### src/rtl/neopixel_frame_sequencer.sv
// Double-buffered NeoPixel frame sequencer: streams the active buffer into a strand
// controller channel by channel and can redisplay it rotated by one pixel each frame period.
module neopixel_frame_sequencer #(
    parameter int NUM_PIXELS   = 5,
    parameter int FRAME_CYCLES = 1000000
) (
    input  logic       clock,
    input  logic       reset,
    input  logic       wr_en,
    input  logic [2:0] wr_pixel,
    input  logic [1:0] wr_color,
    input  logic [7:0] wr_level,
    input  logic       commit,
    input  logic       auto_rotate,
    input  logic       ready_to_load,
    input  logic       ready_to_send,
    output logic       load_color,
    output logic [1:0] color_index,
    output logic [2:0] pixel_index,
    output logic [7:0] color_level,
    output logic       send_it,
    output logic       busy,
    output logic       frame_done,
    output logic       wr_error
);
    localparam int            FW         = $clog2(FRAME_CYCLES);
    localparam logic [2:0]    LAST_PIXEL = 3'(NUM_PIXELS - 1);
    localparam logic [FW-1:0] LAST_COUNT = FW'(FRAME_CYCLES - 1);

    typedef enum logic [2:0] {IDLE, LOAD, SEND, ACK, DRAIN, HOLD} state_t;

    state_t        state;
    logic [7:0]    shadow      [NUM_PIXELS][3];
    logic [7:0]    shadow_next [NUM_PIXELS][3];
    logic [7:0]    active      [NUM_PIXELS][3];
    logic [2:0]    walk_pixel;
    logic [1:0]    walk_channel;
    logic [FW-1:0] frame_count;
    logic          pending;
    logic          wr_illegal;
    logic          wr_legal;
    logic          copy_request;

    assign wr_illegal   = wr_en && (int'(wr_pixel) >= NUM_PIXELS || wr_color == 2'b11);
    assign wr_legal     = wr_en && !wr_illegal;
    assign copy_request = commit || pending;

    // A copy taken in the same cycle as a host write must already contain that write.
    // NOTE: blocking assignments in always_comb, with the full default first, so the
    // indexed update overrides it and no latch can be inferred.
    always_comb begin
        shadow_next = shadow;
        if (wr_legal) shadow_next[wr_pixel][wr_color] = wr_level;
    end

    // NOTE: both buffers are flop arrays with a defined all-zero reset value, so they are
    // cleared in the async reset branch; a RAM macro could not honour this.
    always_ff @(posedge clock or posedge reset) begin
        if (reset) begin
            for (int p = 0; p < NUM_PIXELS; p++)
                for (int c = 0; c < 3; c++)
                    shadow[p][c] <= '0;
        end else begin
            shadow <= shadow_next;
        end
    end

    always_ff @(posedge clock or posedge reset) begin
        if (reset) begin
            state        <= IDLE;
            load_color   <= 1'b0;
            color_index  <= '0;
            pixel_index  <= '0;
            color_level  <= '0;
            send_it      <= 1'b0;
            busy         <= 1'b0;
            frame_done   <= 1'b0;
            wr_error     <= 1'b0;
            pending      <= 1'b0;
            walk_pixel   <= '0;
            walk_channel <= '0;
            frame_count  <= '0;
            for (int p = 0; p < NUM_PIXELS; p++)
                for (int c = 0; c < 3; c++)
                    active[p][c] <= '0;
        end else begin
            load_color <= 1'b0;
            send_it    <= 1'b0;
            frame_done <= 1'b0;
            wr_error   <= wr_illegal;

            if (commit && state != IDLE && state != HOLD) pending <= 1'b1;

            case (state)
                IDLE: begin
                    if (copy_request) begin
                        active       <= shadow_next;
                        pending      <= 1'b0;
                        walk_pixel   <= '0;
                        walk_channel <= '0;
                        busy         <= 1'b1;
                        state        <= LOAD;
                    end
                end
                LOAD: begin
                    // A strobe cycle never issues another strobe; ready is re-sampled next cycle.
                    if (ready_to_load && !load_color) begin
                        load_color  <= 1'b1;
                        pixel_index <= walk_pixel;
                        color_index <= walk_channel;
                        color_level <= active[walk_pixel][walk_channel];
                        if (walk_channel == 2'd2) begin
                            walk_channel <= '0;
                            walk_pixel   <= walk_pixel + 3'd1;
                        end else begin
                            walk_channel <= walk_channel + 2'd1;
                        end
                        if (walk_pixel == LAST_PIXEL && walk_channel == 2'd2) state <= SEND;
                    end
                end
                SEND: begin
                    if (ready_to_send) begin
                        send_it <= 1'b1;
                        state   <= ACK;
                    end
                end
                ACK: begin
                    if (!ready_to_send) state <= DRAIN;
                end
                DRAIN: begin
                    if (ready_to_send) begin
                        frame_done  <= 1'b1;
                        frame_count <= '0;
                        if (auto_rotate) begin
                            state <= HOLD;
                        end else begin
                            busy  <= 1'b0;
                            state <= IDLE;
                        end
                    end
                end
                HOLD: begin
                    if (copy_request) begin
                        active       <= shadow_next;
                        pending      <= 1'b0;
                        frame_count  <= '0;
                        walk_pixel   <= '0;
                        walk_channel <= '0;
                        state        <= LOAD;
                    end else if (!auto_rotate) begin
                        frame_count <= '0;
                        busy        <= 1'b0;
                        state       <= IDLE;
                    end else if (frame_count == LAST_COUNT) begin
                        for (int p = 0; p < NUM_PIXELS; p++)
                            for (int c = 0; c < 3; c++)
                                active[p][c] <= active[(p + 1) % NUM_PIXELS][c];
                        frame_count  <= '0;
                        walk_pixel   <= '0;
                        walk_channel <= '0;
                        state        <= LOAD;
                    end else begin
                        frame_count <= frame_count + 1'b1;
                    end
                end
                default: begin
                    busy  <= 1'b0;
                    state <= IDLE;
                end
            endcase
        end
    end
endmodule

### config.mk
export PLATFORM = sky130hd
export DESIGN_NAME = neopixel_frame_sequencer
export DESIGN_NICKNAME = d
export VERILOG_FILES = /design/src/rtl/neopixel_frame_sequencer.sv
export SDC_FILE = /design/constraint.sdc
export NUM_CORES = 1
export LEC_CHECK = 0
export BUFFER_PORTS_ARGS = -buffer_cell sky130_fd_sc_hd__buf_2
export CORE_MARGIN = 2
export CORE_UTILIZATION = 57
export DETAILED_ROUTE_END_ITERATION = 10
export GPL_TIMING_DRIVEN = 0
export PLACE_DENSITY = 0.74
export SLEW_MARGIN = 20
export SYNTH_ARGS = -nofsm -noshare
export SYNTH_HDL_FRONTEND = slang
export SYNTH_SLANG_ARGS = --single-unit
### constraint.sdc
create_clock -name clock -period 22 [get_ports clock]
set_input_delay 2.2 -clock clock [delete_from_list [all_inputs] [get_ports clock]]
set_output_delay 2.2 -clock clock [all_outputs]
set_load 0.03 [all_outputs]
# Word level (Yosys, flattened, before mapping)
# Cells that the tools add are included.
totals:
  reg_bits: 287
  in_bits: 20
  output_inout_bits: 18
  word_cells: 165
classes:
  add_sub_neg: 3
  n_lt_le_gt_ge: 7
  n_eq_ne: 21
  muxes: 60
  n_bitwise: 5
  n_reduce_logical: 26
ops:
  columns: ["op", "n"]
  rows:
  - ["$mux W120", 5]
  - ["$pmux W120 S2", 1]
  - ["$bwmux W120", 1]
  - ["$mux W20", 4]
  - ["$bmux W24 S3", 1]
  - ["$demux W24 S3", 1]
  - ["$mux W24", 3]
  - ["$mux W3", 16]
  - ["$pmux W20 S2", 1]
  - ["$mux W8", 3]
  - ["$add A20 B1 Y20 const B", 1]
  - ["$eq A20 B20 Y1 const B", 1]
  - ["$pmux W3 S6", 1]
  - ["$bmux W8 S2", 1]
  - ["$demux W8 S2", 1]
  - ["$ne A2 B2 Y1 const B", 8]
  - ["$mux W1", 12]
  - ["$mux W2", 6]
  - ["$eq A3 B3 Y1 const B", 3]
  - ["$ge A3 B3 Y1 const B", 3]
  - ["$ne A3 B3 Y1 const B", 3]
  - ["$pmux W3 S3", 1]
  - ["$ge A4 B4 Y1 const B", 2]
  - ["$logic_and A1 B1 Y1", 8]
  - ["other kinds (25)", 35]

# Depth between registers and ports, before layout
# Gate-level depths: netlist of run 1.
depth:
  ltp_word: 11
  ltp_mapped: 9
  depth_no_buf: 7

# Worst setup path after synthesis of run 1
# No wires, ideal clock.
synth_path:
  path_kind: "input -> register"
  from: "input wr_pixel[0]"
  to: "register active[79] (netlist name)"
  setup_ns: 0.131
  arrival_time_ns: 3.756
  required_time_ns: 21.869
  slack_ns: 18.114
  stages: 7
  path_buffers: 2
  path_cell_list: "clkbuf_1 -> nor4bb_1 -> and2_1 -> clkbuf_1 -> mux2_2 -> o21ai_0 -> mux2i_1"
synth_rtl:
  columns: ["item", "line", "source"]
  rows:
  - ["from (decl)", "10", "input logic [2:0] wr_pixel,"]
  - ["to (signal assigned)", "97", "active <= shadow_next;"]
  - ["to (signal assigned)", "144", "active <= shadow_next;"]
  - ["to (signal, indexed assignment)", "157", "active[p][c] <= active[(p + 1) % NUM_PIXELS][c];"]
  - ["to (decl)", "35", "logic [7:0] active [NUM_PIXELS][3];"]

==> results of run 1 <==
[sequential cells by signal (all words and copies together), names as in the netlist]
register,cells
walk_pixel,3
walk_channel,2
color_level,8
busy,1
shadow,120
frame_count,20
send_it,1
pixel_index,3
pending,1
wr_error,1
load_color,1
frame_done,1
state,3
active,120
color_index,2
[power by group through the flow]
stage | Clock (mW) | Sequential (mW) | Combinational (mW)
after global routing | 0.521 | 0.774 | 0.796
after detailed placement | 0 | 0.765 | 0.729
after floorplan | 0 | 0.769 | 0.521
after global placement | 0 | 0.761 | 0.706
final | 0.497 | 0.760 | 0.741
after CTS | 0.500 | 0.757 | 0.733
[cell type report]
| type | count | share of cell area, % |
|---|---|---|
| clock inverter | 4 | 0.169 |
| clock buffer | 46 | 6.01 |
| timing repair buffer | 38 | 1.66 |
| inverter | 132 | 3.24 |
| multi-input combinational | 787 | 37.4 |
| tap | 324 | 2.61 |
| sequential | 287 | 46.3 |
| buffer | 80 | 2.53 |
[routing by layer]
layer	wire [um]	track usage (%)	up-vias
met2	17000	46.5	432
li1	-	-	4561
met5	0	0	-
met3	3330	7.14	106
met1	16200	41.9	5143
met4	1690	12.2	0
[cell families (layout without fill, tap and decap cells)]
family                   Yosys count  count (layout)  synth area share, %
adder cells (fa/ha/maj)            3               3                0.271
buffers and inverters            212             300                 6.40
AND/OR/NAND/NOR                  281             281                 9.20
multiplexers                     279             279                 23.2
AO/OA/AOI/OAI                    221             221                 8.91
flip-flops                       287             287                 51.8
XOR/XNOR                           3               3                0.189
[per-stage QoR]
step	power (mW)	util, %	hold WS [ns]	area, um2	cells
3_3_place_gp	1.47	60.0	0.472	14500	1645
3_5_place_dp	1.49	60.3	0.478	14500	1648
5_1_grt	2.09	64.3	0.503	15500	1698
4_1_cts	1.99	64.3	0.487	15500	1698
6_report	2.00	64.3	0.492	15500	1698
2_1_floorplan	1.29	-	0.453	13900	1286
[Yosys cell counts (7+ instances only)]
master      n  area, um2
a21oi_1    76        380
a31oi_1    22        138
and3_1      9       56.3
buf_2       8       40.0
buf_6      11        124
clkbuf_1   55        206
dfrtp_1   287       7180
inv_1     131        492
mux2_2    125       1410
mux2i_1   132       1320
mux4_2     22        495
nand2_1   110        413
nand2b_1    9       56.3
nand3_1    24        120
nand4_1     7       43.8
nor2_1     85        319
nor2b_1     7       43.8
o21ai_0    90        450
[worst max-delay path, cell delays in order]
cell      delay (ns)
buf_2           0.13
nor2_1          0.30
nor4bb_1        0.32
clkbuf_1        0.65
mux2_2          0.43
a21oi_1         0.27
mux2i_1         0.12
[final timing paths]
kind	startpoint	endpoint	depth (start not counted)
setup / recovery	wr_pixel[2]	active[82]	7
hold / removal	shadow[59]	shadow[59]	1
hold reg to reg	shadow[59]	shadow[59]	1
max in group asynchronous	reset	active[57]	4
setup reg to reg	state[2]	active[14]	8
min in group asynchronous	reset	shadow[47]	2
==> metrics.md, run 1 <==
| Metric | Value |
|---|---|
| Outcome | finished clean |
| Vias in the first global route | 10381 |
| DRT antenna net count | 0 |
| DP HPWL | 26700 um |
| Filler cells | 1885 |
| Final Slew Violations | 0 |
| Initial DRC Count | 955 |
| F_max | 0.250 GHz |
| P_leak | 7.38 nW |
| Worst slew margin | 36.5% |
| CTS buffer count | 31 |
| Psw | 0.720 mW |
| CP Class | input pin to flip-flop |
| Initial antenna violation count | 0 |
| Die area | 25600 um2 |
| Crit path max fanout | 8 |
| FF+latch area | 7180 um2 |
| All-layer global routing usage | 30.2% |
| DRC viols | 0 |
| CTS tree | yes |
| Tmin final | 4.00 ns |
| Hold_buf cts | 0 |
| Synth Area per Inst | 10.8 um2 |
| VDD IR max | 0.0767 mV |
| CP arrival | 4.44 ns |
| Clk root buf | clkbuf_16 |
| Hold Vio Cnt, Final | 0 |
| #FFs+latches synth | 287 |
| Fin nets | 1380 |
| Switching portion of total power | 36.0% |
| Ys flop type | dfrtp_1 |
| Seq/Total Area, Yosys | 51.8% |
| Grt ovf | 0 |
| Detailed Routing Iterations Pass 1 | 5 |
| Synthesized area | 13900 um2 |
| Die Y-Extent | 160 um |
| Area Growth Syn to Fin | 11.8% |
| Mapped Cells | 1286 |
| H-tree levels | 1 |
| Max-cap violations | 0 |
| Final setup vio count | 0 |
| Largest net degree at the start of global routing | 101 |
| Die Wd | 160 um |
| Worst skew pair latency | 0.57 ns |
| Comb pwr share | 37.1% |
| Clk buf depth | 3 |
| Share of power burned in registers | 38.0% |
| Setup TNS | 0 ns |
| PortBufs | 35 |
| Setup Skew | 0.0166 ns |
| DR vias | 10242 |
| Worst hold path class | flip-flop to flip-flop |
| Final worst setup slack | 18.00 ns |
| Slew at the pin closest to its max-slew limit | 0.953 ns |
| Post-synth EDFFs | 0 |
| Post-CTS Setup Inserts | 0 |
| WP data required | 22.44 ns |
| Final wirelength | 38200 um |
| # resized after CTS | 0 |
| CP Capture Type | flip-flop |
| Crit path launch type | input pin |
| I/O pin count | 38 |
| Clock transition at path regs | 0.06 ns |
| Area of the multi-input gates | 5810 um2 |
| Share of layout cells above drive strength 1 | 18.6% |
| Rows | 57 |
| Power Density | 129 nW/um2 |
| CTS Sinks | 287 |
| Placer Congestion | 0.905 |
| Diode count | 0 |
| Reg2Reg Setup Slack | 19.10 ns |
| Most common cell after layout, fill and taps aside | dfrtp_1 |
| Syn_nets | 1309 |
| Core Region | 24100 um2 |
| Avg WL per Cell | 22.5 um |
| First-pass GRT wire length | 59400 um |
| Unrepaired setup endpoints after global routing | false |
| Synth cell types | 51 |
| Pre-CTS WS | 17.49 ns |
| Synth Warn # | 0 |
| Cell Int Power | 1.28 mW |
| Initial Utilization | 57.5% |
| DR vias/cell | 6.03 |
| Final period utilization | 18.2% |
| Clock share of power | 24.9% |
| FFs w/ async S/R, synth | 100% |
| Most frequent cells in the layout | 287 x dfrtp_1, 132 x mux2i_1, 130 x inv_1 |
(Power assumes the default switching activity.)
==> run 2: changes to the inputs <==
==> constraint.sdc (replaced) <==
create_clock -name clock -period 3.7 [get_ports clock]
set_input_delay 0.37 -clock clock [delete_from_list [all_inputs] [get_ports clock]]
set_output_delay 0.37 -clock clock [all_outputs]
set_load 0.03 [all_outputs]
==> run 2 against run 1 <==
Hold slack worse by 0.39 ns. Final cell count is 1.0% higher. Global-route usage up 0.48 points. Critical path depth is 1 higher. Clock power rose to 6.7 times the previous value. Die area stayed put. Highest routed layer unchanged.
==> metrics.md, run 2 (synthesis results as in run 1) <==
| Metric | Value |
|---|---|
| Die Y-Extent | 160 um |
| CTS tree | yes |
| Max incr delay on CP | 0.57 ns |
| VDD IR max | 0.440 mV |
| Worst slew margin | 31.7% |
| DR vias/cell | 6.07 |
| Pre-CTS WS | 0.960 ns |
| Regs by FF count | active x120, shadow x120, frame_count x20 |
| F_max | 0.338 GHz |
| Hold Vio Cnt, Final | 0 |
| All-layer global routing usage | 30.7% |
| Crit path max fanout | 10 |
| H-tree levels | 1 |
| Die Wd | 160 um |
| CTS buffer count | 31 |
| Outcome | finished clean |
| Most common cell after layout, fill and taps aside | dfrtp_1 |
| Most frequent CP cell | clkbuf_1 |
| CTS Sinks | 287 |
| Share of layout cells above drive strength 1 | 19.7% |
| CP arrival | 3.38 ns |
| Slowest CP cell | clkbuf_1 |
| Clk root buf | clkbuf_16 |
| Largest net degree at the start of global routing | 35 |
| Worst skew pair latency | 0.56 ns |
| DRT antenna net count | 0 |
| Vias in the first global route | 10347 |
| Core Region | 24100 um2 |
| Area of the multi-input gates | 5810 um2 |
| Worst hold path class | input pin to flip-flop |
| Crit path launch type | flip-flop |
| Slew at the pin closest to its max-slew limit | 1.02 ns |
| Initial Utilization | 57.5% |
| CP Capture Type | flip-flop |
| Fin nets | 1389 |
| Die area | 25600 um2 |
| Unrepaired setup endpoints after global routing | false |
| Final wirelength | 38700 um |
| I/O pin count | 38 |
| Setup TNS | 0 ns |
| Final Slew Violations | 0 |
| Finished Cell Area | 15800 um2 |
| Tmin final | 2.96 ns |
| Power Density | 778 nW/um2 |
| Area Growth Syn to Fin | 14.0% |
| DRC viols | 0 |
| P_leak | 7.53 nW |
| Avg WL per Cell | 22.6 um |
| Filler cells | 1905 |
| FF+latch area | 7180 um2 |
| First-pass GRT wire length | 59900 um |
| Most frequent cells in the layout | 287 x dfrtp_1, 132 x mux2i_1, 130 x inv_1 |
| DR vias | 10410 |
| Placer Congestion | 0.944 |
| Rows | 57 |
| Final worst setup slack | 0.744 ns |
| Post-CTS Setup Inserts | 0 |
| WP data required | 4.12 ns |
| CP cell instances | clkbuf_1 -> buf_1 -> nand3_1 -> clkbuf_1 -> clkbuf_1 -> nor2_1 -> a21oi_1 -> mux2i_1 |
| Post-layout util | 65.6% |
| Setup Skew | 0.0136 ns |
| Grt ovf | 0 |
| Final period utilization | 79.9% |
| PortBufs | 35 |
| Initial antenna violation count | 1 |
| Clk buf depth | 3 |
| Final setup vio count | 0 |
| Clock transition at path regs | 0.06 ns |
| CP Class | flip-flop to flip-flop |
| DP HPWL | 27300 um |
| Initial DRC Count | 1107 |
| Detailed Routing Iterations Pass 1 | 5 |
| Placed cell area | 14700 um2 |
| Max-cap violations | 0 |
-- run 2: stage by stage --
step / hold slack [ns] / std cells / total power, mW
5_1_grt: 0.113 / 1714 / 12.9
3_3_place_gp: 0.471 / 1645 / 8.73
2_1_floorplan: 0.453 / 1286 / 7.67
4_1_cts: 0.0887 / 1714 / 12.3
6_report: 0.102 / 1715 / 12.3
3_5_place_dp: 0.374 / 1656 / 8.90
-- run 2: repair_timing --
| item | 4_1_cts | 5_1_grt |
|---|---|---|
| hold endpoints to repair | 13 | 0 |
| gates resized for setup | 0 | 0 |
| hold buffers | 1 | 0 |
-- run 2: layout make-up --
| class | instances | area share, % |
|---|---|---|
| diodes | 1 | 0.0158 |
| clock inverters | 16 | 1.34 |
| inverters | 132 | 3.16 |
| multi-input cells | 787 | 36.7 |
| repair buffers | 47 | 2.58 |
| clock buffers | 41 | 5.71 |
| plain buffers | 80 | 2.48 |
| flip-flops and latches | 287 | 45.4 |
| well taps | 324 | 2.56 |
-- run 2: worst paths after layout --
path | start | cells after the start | slack, ns | endpoint
setup / recovery | state[2] | 8 | 0.74 | active[14]
hold / removal | ready_to_send | 3 | 0.10 | send_it
setup reg to reg | state[2] | 8 | 0.74 | active[14]
hold reg to reg | shadow[75] | 1 | 0.49 | shadow[75]
max in group asynchronous | reset | 7 | 2.26 | shadow[33]
min in group asynchronous | reset | 3 | 0.35 | active[47]
-- run 2: where the power goes --
group	switching [mW]	total [mW]	internal (mW)	leakage, nW
logic	2.61	4.43	1.82	3.28
registers	0.440	4.52	4.08	3.70
clock network	1.30	3.35	2.05	0.558
total	4.35	12.3	7.95	7.53
-- run 2: critical path, delay by kind of cell, from the launching register on --
kind	cells	cell delay [ns]
muxes	1	0.12
and+or+nand+nor	2	0.43
AOI/OAI and AO/OA	1	0.29
DFF	1	0.35
buffers and inverters	4	1.61
-- run 2: layer usage --
metal  part of all wire [%]  global-route usage, %  wire length (um)  vias up
met5                      0                      0                 0        -
met4                    5.2                   14.4              2030        0
met3                    8.2                   6.21              3190      120
met2                     44                   46.1             17000      493
met1                     43                   43.4             16500     5198
li1                       -                      -                 -     4599
